[src/rtl/fwd_select_ctrl.sv]
// Operand-forwarding select and load-use stall control for the EX-stage ALU muxes.
// Keeps a private shadow of destination/control bits for ID/EX, EX/MEM and MEM/WB.
module fwd_select_ctrl #(
  parameter int ADDR_W     = 5,
  parameter bit ZERO_GUARD = 1'b1
) (
  input  logic              clk_i,
  input  logic              rst_i,
  input  logic [ADDR_W-1:0] id_rs_i,
  input  logic [ADDR_W-1:0] id_rt_i,
  input  logic [ADDR_W-1:0] id_dst_i,
  input  logic              id_reg_write_i,
  input  logic              id_mem_read_i,
  input  logic              hold_i,
  input  logic              flush_i,
  output logic [1:0]        fwd_a_o,
  output logic [1:0]        fwd_b_o,
  output logic              stall_o
);

  localparam logic [ADDR_W-1:0] ZERO_ADDR = {ADDR_W{1'b0}};
  localparam logic [1:0]        SEL_RF    = 2'b00;
  localparam logic [1:0]        SEL_WB    = 2'b01;
  localparam logic [1:0]        SEL_EX    = 2'b10;

  logic [ADDR_W-1:0] idex_rs_r;
  logic [ADDR_W-1:0] idex_rt_r;
  logic [ADDR_W-1:0] idex_dst_r;
  logic              idex_rw_r;
  logic              idex_mr_r;
  // mem_read is only consulted while the load sits in ID/EX, so later stages drop it
  logic [ADDR_W-1:0] exmem_dst_r;
  logic              exmem_rw_r;
  logic [ADDR_W-1:0] memwb_dst_r;
  logic              memwb_rw_r;

  function automatic logic dst_hit(input logic              rw,
                                   input logic [ADDR_W-1:0] dst,
                                   input logic [ADDR_W-1:0] src);
    return rw && (!ZERO_GUARD || (dst != ZERO_ADDR)) && (dst == src);
  endfunction

  // Operand A select: newest producer (EX/MEM) wins over MEM/WB
  always_comb begin
    fwd_a_o = SEL_RF;
    if (dst_hit(exmem_rw_r, exmem_dst_r, idex_rs_r)) begin
      fwd_a_o = SEL_EX;
    end else if (dst_hit(memwb_rw_r, memwb_dst_r, idex_rs_r)) begin
      fwd_a_o = SEL_WB;
    end else begin
      fwd_a_o = SEL_RF;
    end
  end

  // Operand B select, same priority as operand A
  always_comb begin
    fwd_b_o = SEL_RF;
    if (dst_hit(exmem_rw_r, exmem_dst_r, idex_rt_r)) begin
      fwd_b_o = SEL_EX;
    end else if (dst_hit(memwb_rw_r, memwb_dst_r, idex_rt_r)) begin
      fwd_b_o = SEL_WB;
    end else begin
      fwd_b_o = SEL_RF;
    end
  end

  // Load-use detection against the instruction currently in ID
  always_comb begin
    stall_o = 1'b0;
    if (idex_mr_r && (!ZERO_GUARD || (idex_dst_r != ZERO_ADDR)) &&
        ((idex_dst_r == id_rs_i) || (idex_dst_r == id_rt_i))) begin
      stall_o = 1'b1;
    end else begin
      stall_o = 1'b0;
    end
  end

  // Shadow pipeline: reset beats hold, hold beats flush/stall bubbles
  always_ff @(posedge clk_i) begin
    if (!rst_i) begin
      idex_rs_r   <= ZERO_ADDR;
      idex_rt_r   <= ZERO_ADDR;
      idex_dst_r  <= ZERO_ADDR;
      idex_rw_r   <= 1'b0;
      idex_mr_r   <= 1'b0;
      exmem_dst_r <= ZERO_ADDR;
      exmem_rw_r  <= 1'b0;
      memwb_dst_r <= ZERO_ADDR;
      memwb_rw_r  <= 1'b0;
    end else if (!hold_i) begin
      memwb_dst_r <= exmem_dst_r;
      memwb_rw_r  <= exmem_rw_r;
      exmem_dst_r <= idex_dst_r;
      exmem_rw_r  <= idex_rw_r;
      if (stall_o || flush_i) begin
        idex_rs_r  <= ZERO_ADDR;
        idex_rt_r  <= ZERO_ADDR;
        idex_dst_r <= ZERO_ADDR;
        idex_rw_r  <= 1'b0;
        idex_mr_r  <= 1'b0;
      end else begin
        idex_rs_r  <= id_rs_i;
        idex_rt_r  <= id_rt_i;
        idex_dst_r <= id_dst_i;
        idex_rw_r  <= id_reg_write_i;
        idex_mr_r  <= id_mem_read_i;
      end
    end
  end

endmodule
[config.mk]
export PLATFORM = sky130hd
export DESIGN_NAME = fwd_select_ctrl
export DESIGN_NICKNAME = d
export VERILOG_FILES = /design/src/rtl/fwd_select_ctrl.sv
export SDC_FILE = /design/constraint.sdc
export NUM_CORES = 1
export LEC_CHECK = 0
export CORE_MARGIN = 10
export CORE_UTILIZATION = 30
export CTS_BUF_LIST = sky130_fd_sc_hd__clkbuf_16
export DETAILED_ROUTE_END_ITERATION = 10
export PLACE_DENSITY_LB_ADDON = 0.08
export SLEW_MARGIN = 25
export SYNTH_ARGS = -nofsm -noshare
export SYNTH_HDL_FRONTEND = slang
export SYNTH_SLANG_ARGS = --single-unit
[constraint.sdc]
create_clock -name clk_i -period 1.6 [get_ports clk_i]
set_clock_uncertainty 0.2 [all_clocks]
set_input_delay 0.16 -clock clk_i [delete_from_list [all_inputs] [get_ports clk_i]]
set_output_delay 0.16 -clock clk_i [all_outputs]
set_load 0.005 [all_outputs]
==> results.py <==
metrics = {
    "yosys": {
        "postSynth.asyncResetShare": 0,
        "ys_seq_area_frac": 0.3631,
        "synth.distinct_cells": 24,
        "synth_area_leaders": "dfxtp_1 36%, a32oi_1 9.3%, xnor2_1 8.8%",
        "ys_seq_elements": 29,
        "netlist_area_um2": 1599,
        "synth_ff_type": "dfxtp_1",
        "synth_edf_count": 0,
        "synth_area_per_cell_um2": 9.575,
        "synthCells": 167,
        "synth_nets": 188,
        "synth_top_area_frac": 0.3631,
        "synth_top_area_cell": "dfxtp_1",
        "synth_warnings": 0,
    },
    "clock_tree": {
        "cts_tree": "built",
        "clkLatencyLatePin_ns": 0.26,
        "hold_buffers": 0,
        "root_buffer": "clkbuf_16",
        "cts.sinks": 29,
        "cts_max_level": 2,
        "clockBufferDepth": 2,
        "cts_made_buffers": 5,
        "clk_pin_slew_ns": 0.05,
    },
    "critical_path": {
        "startpoint": "idex_rt_r[0]",
        "path_max_fanout": 2,
        "end_kind": "output pin",
        "r2r_end": "idex_rs_r[3]",
        "arrival_ns": 1.73,
        "r2r_start": "idex_dst_r[4]",
        "critPathLaunchType": "register",
        "crit_type": "reg2out",
        "cp.required_ns": 1.24,
        "reg2regPathDepth": 6,
        "ff2ff_setup_slack_ns": -0.17,
        "crit_path_end": "fwd_b_o[0]",
    },
    "layout": {
        "final_area_um2": 2600,
        "fillCellCount": 499,
        "drive_above_1_share": 0.4583,
        "nets": 261,
        "area_delta_synth_final_pct": 62.60,
        "multi_input_area_um2": 1095,
        "regArea_um2": 599.3,
        "instances_no_fill": 310,
        "antenna_cells": 0,
    },
    "outcome": {
        "status": "complete, but fails checks",
        "failed_checks": "setup timing",
    },
    "pwr": {
        "intPower_mw": 1.592,
        "p_seq_frac": 0.381,
        "p_per_area_nw_per_um2": 822.3,
        "pwr-share-clk": 0.393,
        "p_leak_nw": 1.088,
        "power_mw": 2.138,
        "switchingPower_uw": 546.4,
        "vdd_drop_max_uv": 601.4,
        "pwr-share-comb": 0.226,
        "switching_share": 0.2556,
    },
    "placement": {
        "dpl.cell_count": 296,
        "placed_area_um2": 2257,
        "port_buffers": 25,
        "place_congestion": 0.8486,
        "hpwl_um": 3558,
    },
    "run": {
        "maxCapViolCount": 0,
    },
    "sta": {
        "worst_pin_slew_ns": 0.3185,
        "min_period_ns": 2.092,
        "max_freq_ghz": 0.4780,
        "setup_viol": 22,
        "slew_headroom": 0.7859,
        "timing.final.ws_setup_ns": -0.4919,
        "grt_setup_unrepaired": "true",
        "holdWs_ns": 0.2826,
        "maxSlewViolCount": 0,
        "period_share": 1.307,
        "hold_viol": 0,
    },
    "global_route": {
        "grt_pass1_vias": 1613,
        "grt_pass1_wl_um": 8383,
        "grt_overflow_total": 0,
        "track_usage": 0.1223,
        "antenna_found_initial": 0,
        "grt_max_degree": 35,
    },
    "routing": {
        "drc": 0,
        "ant_nets": 0,
        "firstDrtPassIters": 4,
        "drtIter0Drc": 72,
        "via_per_inst": 4.919,
        "vias": 1525,
        "drt-wirelength-per-cell_um": 16.31,
        "finalWirelength_um": 5056,
    },
    "min_path": {
        "worstHoldPathType": "in2reg",
    },
    "die": {
        "rows": 26,
        "start_util": 0.3111,
        "core_area_um2": 5140,
        "die_w_um": 93.01,
        "boundaryPins": 26,
        "die_h_um": 93.01,
        "dieArea_um2": 8650,
    },
}
## layout by cell type, fill, tap and decap left out, drive strengths merged
| master | count |
|---|---|
| xnor2 | 16 |
| buf | 57 |
| nand3 | 4 |
| clkdlybuf4s50 | 20 |
| nor4 | 4 |
| mux2i | 12 |
| clkbuf | 5 |
| clkinv | 1 |
| nand2 | 19 |
| o22ai | 1 |
| o21ai | 20 |
| and2 | 1 |
| dfxtp | 29 |
| a32oi | 17 |
| xor2 | 14 |
| or4 | 5 |
| nor2b | 13 |
| nor3b | 1 |
| inv | 1 |
## per-layer routing
layer	global-route usage	routed length, µm	up-vias
met4	0.04627	67	0
li1	-	-	762
met5	0	0	-
met2	0.2056	2525	41
met1	0.1480	2198	718
met3	0.02798	265	4
## power by group through the flow
stage | Combinational, mW | Clock, mW | Sequential, mW
after global routing | 0.518 | 0.909 | 0.820
after floorplan | 0.206 | 0 | 0.819
after global placement | 0.401 | 0 | 0.827
after detailed placement | 0.404 | 0 | 0.827
after CTS | 0.487 | 0.867 | 0.812
final | 0.483 | 0.841 | 0.814
## repair_timing
action | CTS | global route
endpoints found under the setup margin | 22 | 22
pin swaps | 19 | 7
hold endpoints to repair | 0 | 0
resized for setup | 51 | 7
setup buffers | 8 | 0
cloned | 2 | 0
## worst max-delay path, cell delays in order, from the launching register on
cell	delay, ns
dfxtp_1	0.33
xor2_1	0.17
or4_4	0.54
nor4_2	0.27
buf_2	0.15
## flip-flops by register name (all words and copies together), names as in the netlist
register	flops
idex_rs_r	5
idex_rt_r	5
idex_dst_r	5
exmem_dst_r	5
memwb_dst_r	5
exmem_rw_r	1
idex_rw_r	1
memwb_rw_r	1
idex_mr_r	1
## per-stage QoR
stage | setup WS, ns | TNS [ns] | util
4_1_cts | -0.4986 | -5.157 | 0.5066
5_1_grt | -0.6066 | -5.652 | 0.5058
2_1_floorplan | -0.07446 | -0.7667 | -
3_3_place_gp | -0.6581 | -6.760 | 0.4391
3_5_place_dp | -0.6438 | -7.236 | 0.4391
6_report | -0.4919 | -4.262 | 0.5058
## how the worst min path moves through the flow
stage / startpoint / cells after the start / endpoint
final: id_reg_write_i / 3 / idex_rw_r
after floorplan: rst_i / 1 / memwb_dst_r[0]
after CTS: id_reg_write_i / 3 / idex_rw_r
after detailed placement: idex_rw_r / 2 / idex_rw_r
after global placement: idex_rw_r / 2 / idex_rw_r
after global routing: id_reg_write_i / 3 / idex_rw_r
## logic make-up (layout without fill, tap and decap cells)
family / Yosys count / count (layout) / synth area share
AND/OR/NAND/NOR: 47 / 47 / 0.1690
XOR/XNOR: 30 / 30 / 0.1643
AO/OA/AOI/OAI: 38 / 38 / 0.1917
multiplexers: 12 / 12 / 0.07512
buffers and inverters: 11 / 84 / 0.03677
flip-flops: 29 / 29 / 0.3631
## area by class of cell
| type | instances | area share |
|---|---|---|
| Clock buffer | 5 | 0.04812 |
| Clock inverter | 2 | 0.002887 |
| Multi-Input combinational cell | 127 | 0.4211 |
| Sequential cell | 29 | 0.2305 |
| Tap cell | 70 | 0.03369 |
| Timing Repair Buffer | 77 | 0.2637 |
## cells in the mapped netlist, types with 2 or more instances
library cell  number
dfxtp_1           29
nand2_1           19
a32oi_1           17
xnor2_1           16
xor2_1            14
nor2b_1           13
mux2i_1           12
o21ai_1            9
o21ai_2            9
buf_2              4
clkbuf_1           4
nand3_1            4
or4_1              4
nor4_1             2
nor4_2             2
Note: power is estimated with default switching activity, not from simulation.
==> patch 1, RTL diff (same settings) <==
Change the parameter `ADDR_W` from 5 to 6.
--- a/src/rtl/fwd_select_ctrl.sv
+++ b/src/rtl/fwd_select_ctrl.sv
@@ -3,3 +3,3 @@
 module fwd_select_ctrl #(
-  parameter int ADDR_W     = 5,
+  parameter int ADDR_W     = 6,
   parameter bit ZERO_GUARD = 1'b1
Ports: changed (resized id_dst_i, id_rs_i and id_rt_i); port bits go from 26 to 29. The function was not compared with the original's and may differ.
==> patch 1 against the unedited design <==
  * The run still ends with setup timing left
  * Via count is 16% higher
  * Fmax is 2.7% lower
  * Total power is 22% higher
  * Area after synthesis is 18% higher
  * Sequential cell count is 5 higher
  * Utilization is 0.93 points higher
  * Critical path depth is 2 higher
  * Sequential share of layout area is 0.92 points lower
  * Wire length is 18% higher
  * Design area is 19% higher
  * Setup slack worse by 0.059 ns
  * Non-clock buffer count is 13 higher
  * Register-to-register slack worse by 0.12 ns
==> patch 1: results (changes against the unedited design) <==
- The fraction of final layout cells sized beyond drive strength 1 is 0.454 (was 0.458).
- The final-layout non-clock buffer area share was 0.261 (was 0.264).
- The register-to-register setup slack is -0.29 ns (was -0.17 ns).
- The final setup violation count is 25 (was 22).
- Violated checks: setup timing (unchanged).
- The average routed wire per standard cell is 16.8 um (was 16.3 um).
- The first-pass GRT wire length is 9870 um (was 8380 um).
- The fraction of the mapped netlist area in compound gates is 0.209 (was 0.192).
- The total of plain and repair buffers excluding clock buffers is 90 (was 77).
- The portion of the post-synthesis area used by sequential elements is 0.360 (was 0.363).
- The total routing usage reported by global routing is 0.123 (was 0.122).
- The via count of the first global-routing pass came to 1,931 (was 1,613).
- The switching share of power is 0.255 (was 0.256).
- The met1 layer wirelength in the final routing is 2740 um (was 2200 um).
- The sequential standard cell area is 687 um^2 (was 599 um^2).
- The detailed route wirelength on metal3 came to 285 um (was 265 um).
- The quantity of I/O buffers inserted on ports is 28 (was 25).
- The relative area of clock buffers and inverters in the final design is 0.0524 (was 0.0510).
- The total placed cells including tap cells is 340 (was 296).
- The worst setup timing slack at the placement stage is -0.621 ns (was -0.644 ns).
- The placer congestion estimate is 0.772 (was 0.849).
- The half-perimeter wire length after detailed placement came to 4220 um (was 3560 um).
- Run status: finished, violations left (unchanged).
- The via-per-instance ratio was 4.99 (was 4.92).
- The setup slack after layout was -0.551 ns (was -0.492 ns).
- The area enclosed by the die boundary came to 9870 um^2 (was 8650 um^2).
[patch 1: through the flow]
| stage | hold slack, ns | util | power [mW] |
|---|---|---|---|
| after floorplan | 0.0882 | - | 1.21 |
| after global placement | 0.269 | 0.441 | 1.46 |
| after global routing | 0.307 | 0.515 | 2.73 |
| after detailed placement | 0.288 | 0.441 | 1.46 |
| after CTS | 0.269 | 0.509 | 2.63 |
| final | 0.296 | 0.515 | 2.61 |
[patch 1: worst min-delay path by stage]
stage          slack (ns)           from              to  cells past startpoint
3_5_place_dp         0.29      idex_rw_r       idex_rw_r                      2
6_report             0.30  id_mem_read_i       idex_mr_r                      3
3_3_place_gp         0.27      idex_rw_r       idex_rw_r                      2
2_1_floorplan        0.09          rst_i  memwb_dst_r[0]                      1
4_1_cts              0.27    id_dst_i[4]   idex_dst_r[4]                      3
5_1_grt              0.31  id_mem_read_i       idex_mr_r                      3
==> patch 2, RTL diff (config.mk and constraints unchanged) <==
Without the edit above. Reset style: asynchronous (`rst_i`), changed in one clocked block.
--- a/src/rtl/fwd_select_ctrl.sv
+++ b/src/rtl/fwd_select_ctrl.sv
@@ -78,3 +78,3 @@
   // Shadow pipeline: reset beats hold, hold beats flush/stall bubbles
-  always_ff @(posedge clk_i) begin
+  always_ff @(posedge clk_i or negedge rst_i) begin
     if (!rst_i) begin
Check against the original RTL: differs if rst_i is asserted again (counterexample within 4 cycles, from zero or initial values and one cycle with rst_i low); with rst_i held inactive, the same outputs for 10 cycles.
==> patch 2 against the unedited design <==
  * Global-route usage barely moved
  * Setup slack lost 0.094 ns
  * Area after synthesis is 3.9% higher
  * Count of clock-buffer cells in the layout unchanged
  * The flow still finishes with violations (setup timing)
  * Design area up 5.6%
  * Wire length rose by 3.6%
  * Sequential cell count stayed put
Power is not compared: it rests on default switching activity, and its combinational part moved more than twofold at a synthesized area within 25%.
==> patch 2: results (changes against the unedited design) <==
- Run status: finished, violations left (unchanged).
- Violated checks: setup timing (unchanged).
- The peak fanout along the critical path came to 3 (was 2).
- The end of the worst register-to-register path is idex_rw_r (was idex_rs_r[3]).
- The data arrival time at the worst-slack endpoint is 1.83 ns (was 1.73 ns).
- The worst flop-to-flop path startpoint is idex_dst_r[2] (was idex_dst_r[4]).
- The via-per-instance ratio is 4.88 (was 4.92).
- The post-synth net total came to 173 (was 188).
- The fraction of final layout cells sized beyond drive strength 1 came to 0.523 (was 0.458).
- The fraction of met2 tracks used by global routing was 0.196 (was 0.206).
- The final setup violation count came to 22 (unchanged).
- The cell area reported after detailed placement is 2330 um^2 (was 2260 um^2).
- The utilization after layout was 0.505 (was 0.506).
- The first-pass GRT wire length is 8510 um (was 8380 um).
- The register-to-register setup slack is -0.29 ns (was -0.17 ns).
- The total routing usage reported by global routing is 0.123 (was 0.122).
- The share of synthesized flip-flops with an asynchronous set or reset is 1.00 (was 0).
- The worst setup path endpoint is fwd_a_o[0] (was fwd_b_o[0]).
- The via count of the first global-routing pass is 1,598 (was 1,613).
- The relative slew slack is 0.731 (was 0.786).
- The path category of the worst min-delay check is in -> async (was in -> reg).
- The average routed wire per standard cell is 17.1 um (was 16.3 um).
- The half-perimeter wire length after detailed placement was 3520 um (was 3560 um).
- Commonest cells post-synth: sky130_fd_sc_hd__dfrtp_1 (29), sky130_fd_sc_hd__nand2_1 (19), sky130_fd_sc_hd__a32oi_1 (17), sky130_fd_sc_hd__xnor2_1 (16), sky130_fd_sc_hd__xor2_1 (14) (was sky130_fd_sc_hd__dfxtp_1 (29), sky130_fd_sc_hd__nand2_1 (19), sky130_fd_sc_hd__a32oi_1 (17), sky130_fd_sc_hd__xnor2_1 (16), sky130_fd_sc_hd__xor2_1 (14)).
- Top cells by area in the synthesized netlist: sky130_fd_sc_hd__dfrtp_1 (44%), sky130_fd_sc_hd__a32oi_1 (9.0%), sky130_fd_sc_hd__xnor2_1 (8.4%) (was sky130_fd_sc_hd__dfxtp_1 (36%), sky130_fd_sc_hd__a32oi_1 (9.3%), sky130_fd_sc_hd__xnor2_1 (8.8%)).
- The most used flip-flop cell after synthesis is sky130_fd_sc_hd__dfrtp_1 (was sky130_fd_sc_hd__dfxtp_1).
- The number of library cell types mapped by synthesis is 22 (was 24).
- The setup slack after layout came to -0.586 ns (was -0.492 ns).
- The met1 layer wirelength in the final routing is 2360 um (was 2200 um).
- The critical path launch point is idex_rs_r[2] (was idex_rt_r[0]).
- The met2 routed wirelength is 2550 um (was 2530 um).
- The post-layout net count is 255 (was 261).
patch 2: cells by family after synthesis:
logic type	share of synthesized area
multiplexers	0.0813
flip-flops	0.437
XOR/XNOR	0.158
buffers and inverters	0.0309
AND/OR/NAND/NOR	0.108
AO/OA/AOI/OAI	0.184
patch 2: worst max-delay path: cells and delay by family, from the launching register on:
family | cells | cell delay (ns)
and+or+nand+nor | 2 | 0.81
xor gates and xnor gates | 1 | 0.16
buffers and inverters | 1 | 0.15
DFF | 1 | 0.43
patch 2: cell type report:
| cell class | count | share of cell area |
|---|---|---|
| flip-flops and latches | 29 | 0.267 |
| multi-input cells | 114 | 0.386 |
| repair buffers | 84 | 0.264 |
| clock inverters | 3 | 0.00456 |
| well taps | 72 | 0.0328 |
| clock buffers | 5 | 0.0456 |
patch 2: repair_timing:
action	in CTS	in global routing
gates resized for setup	42	21
cloned	2	0
setup buffers	10	7
setup endpoints to repair	22	22
pin swaps	13	17
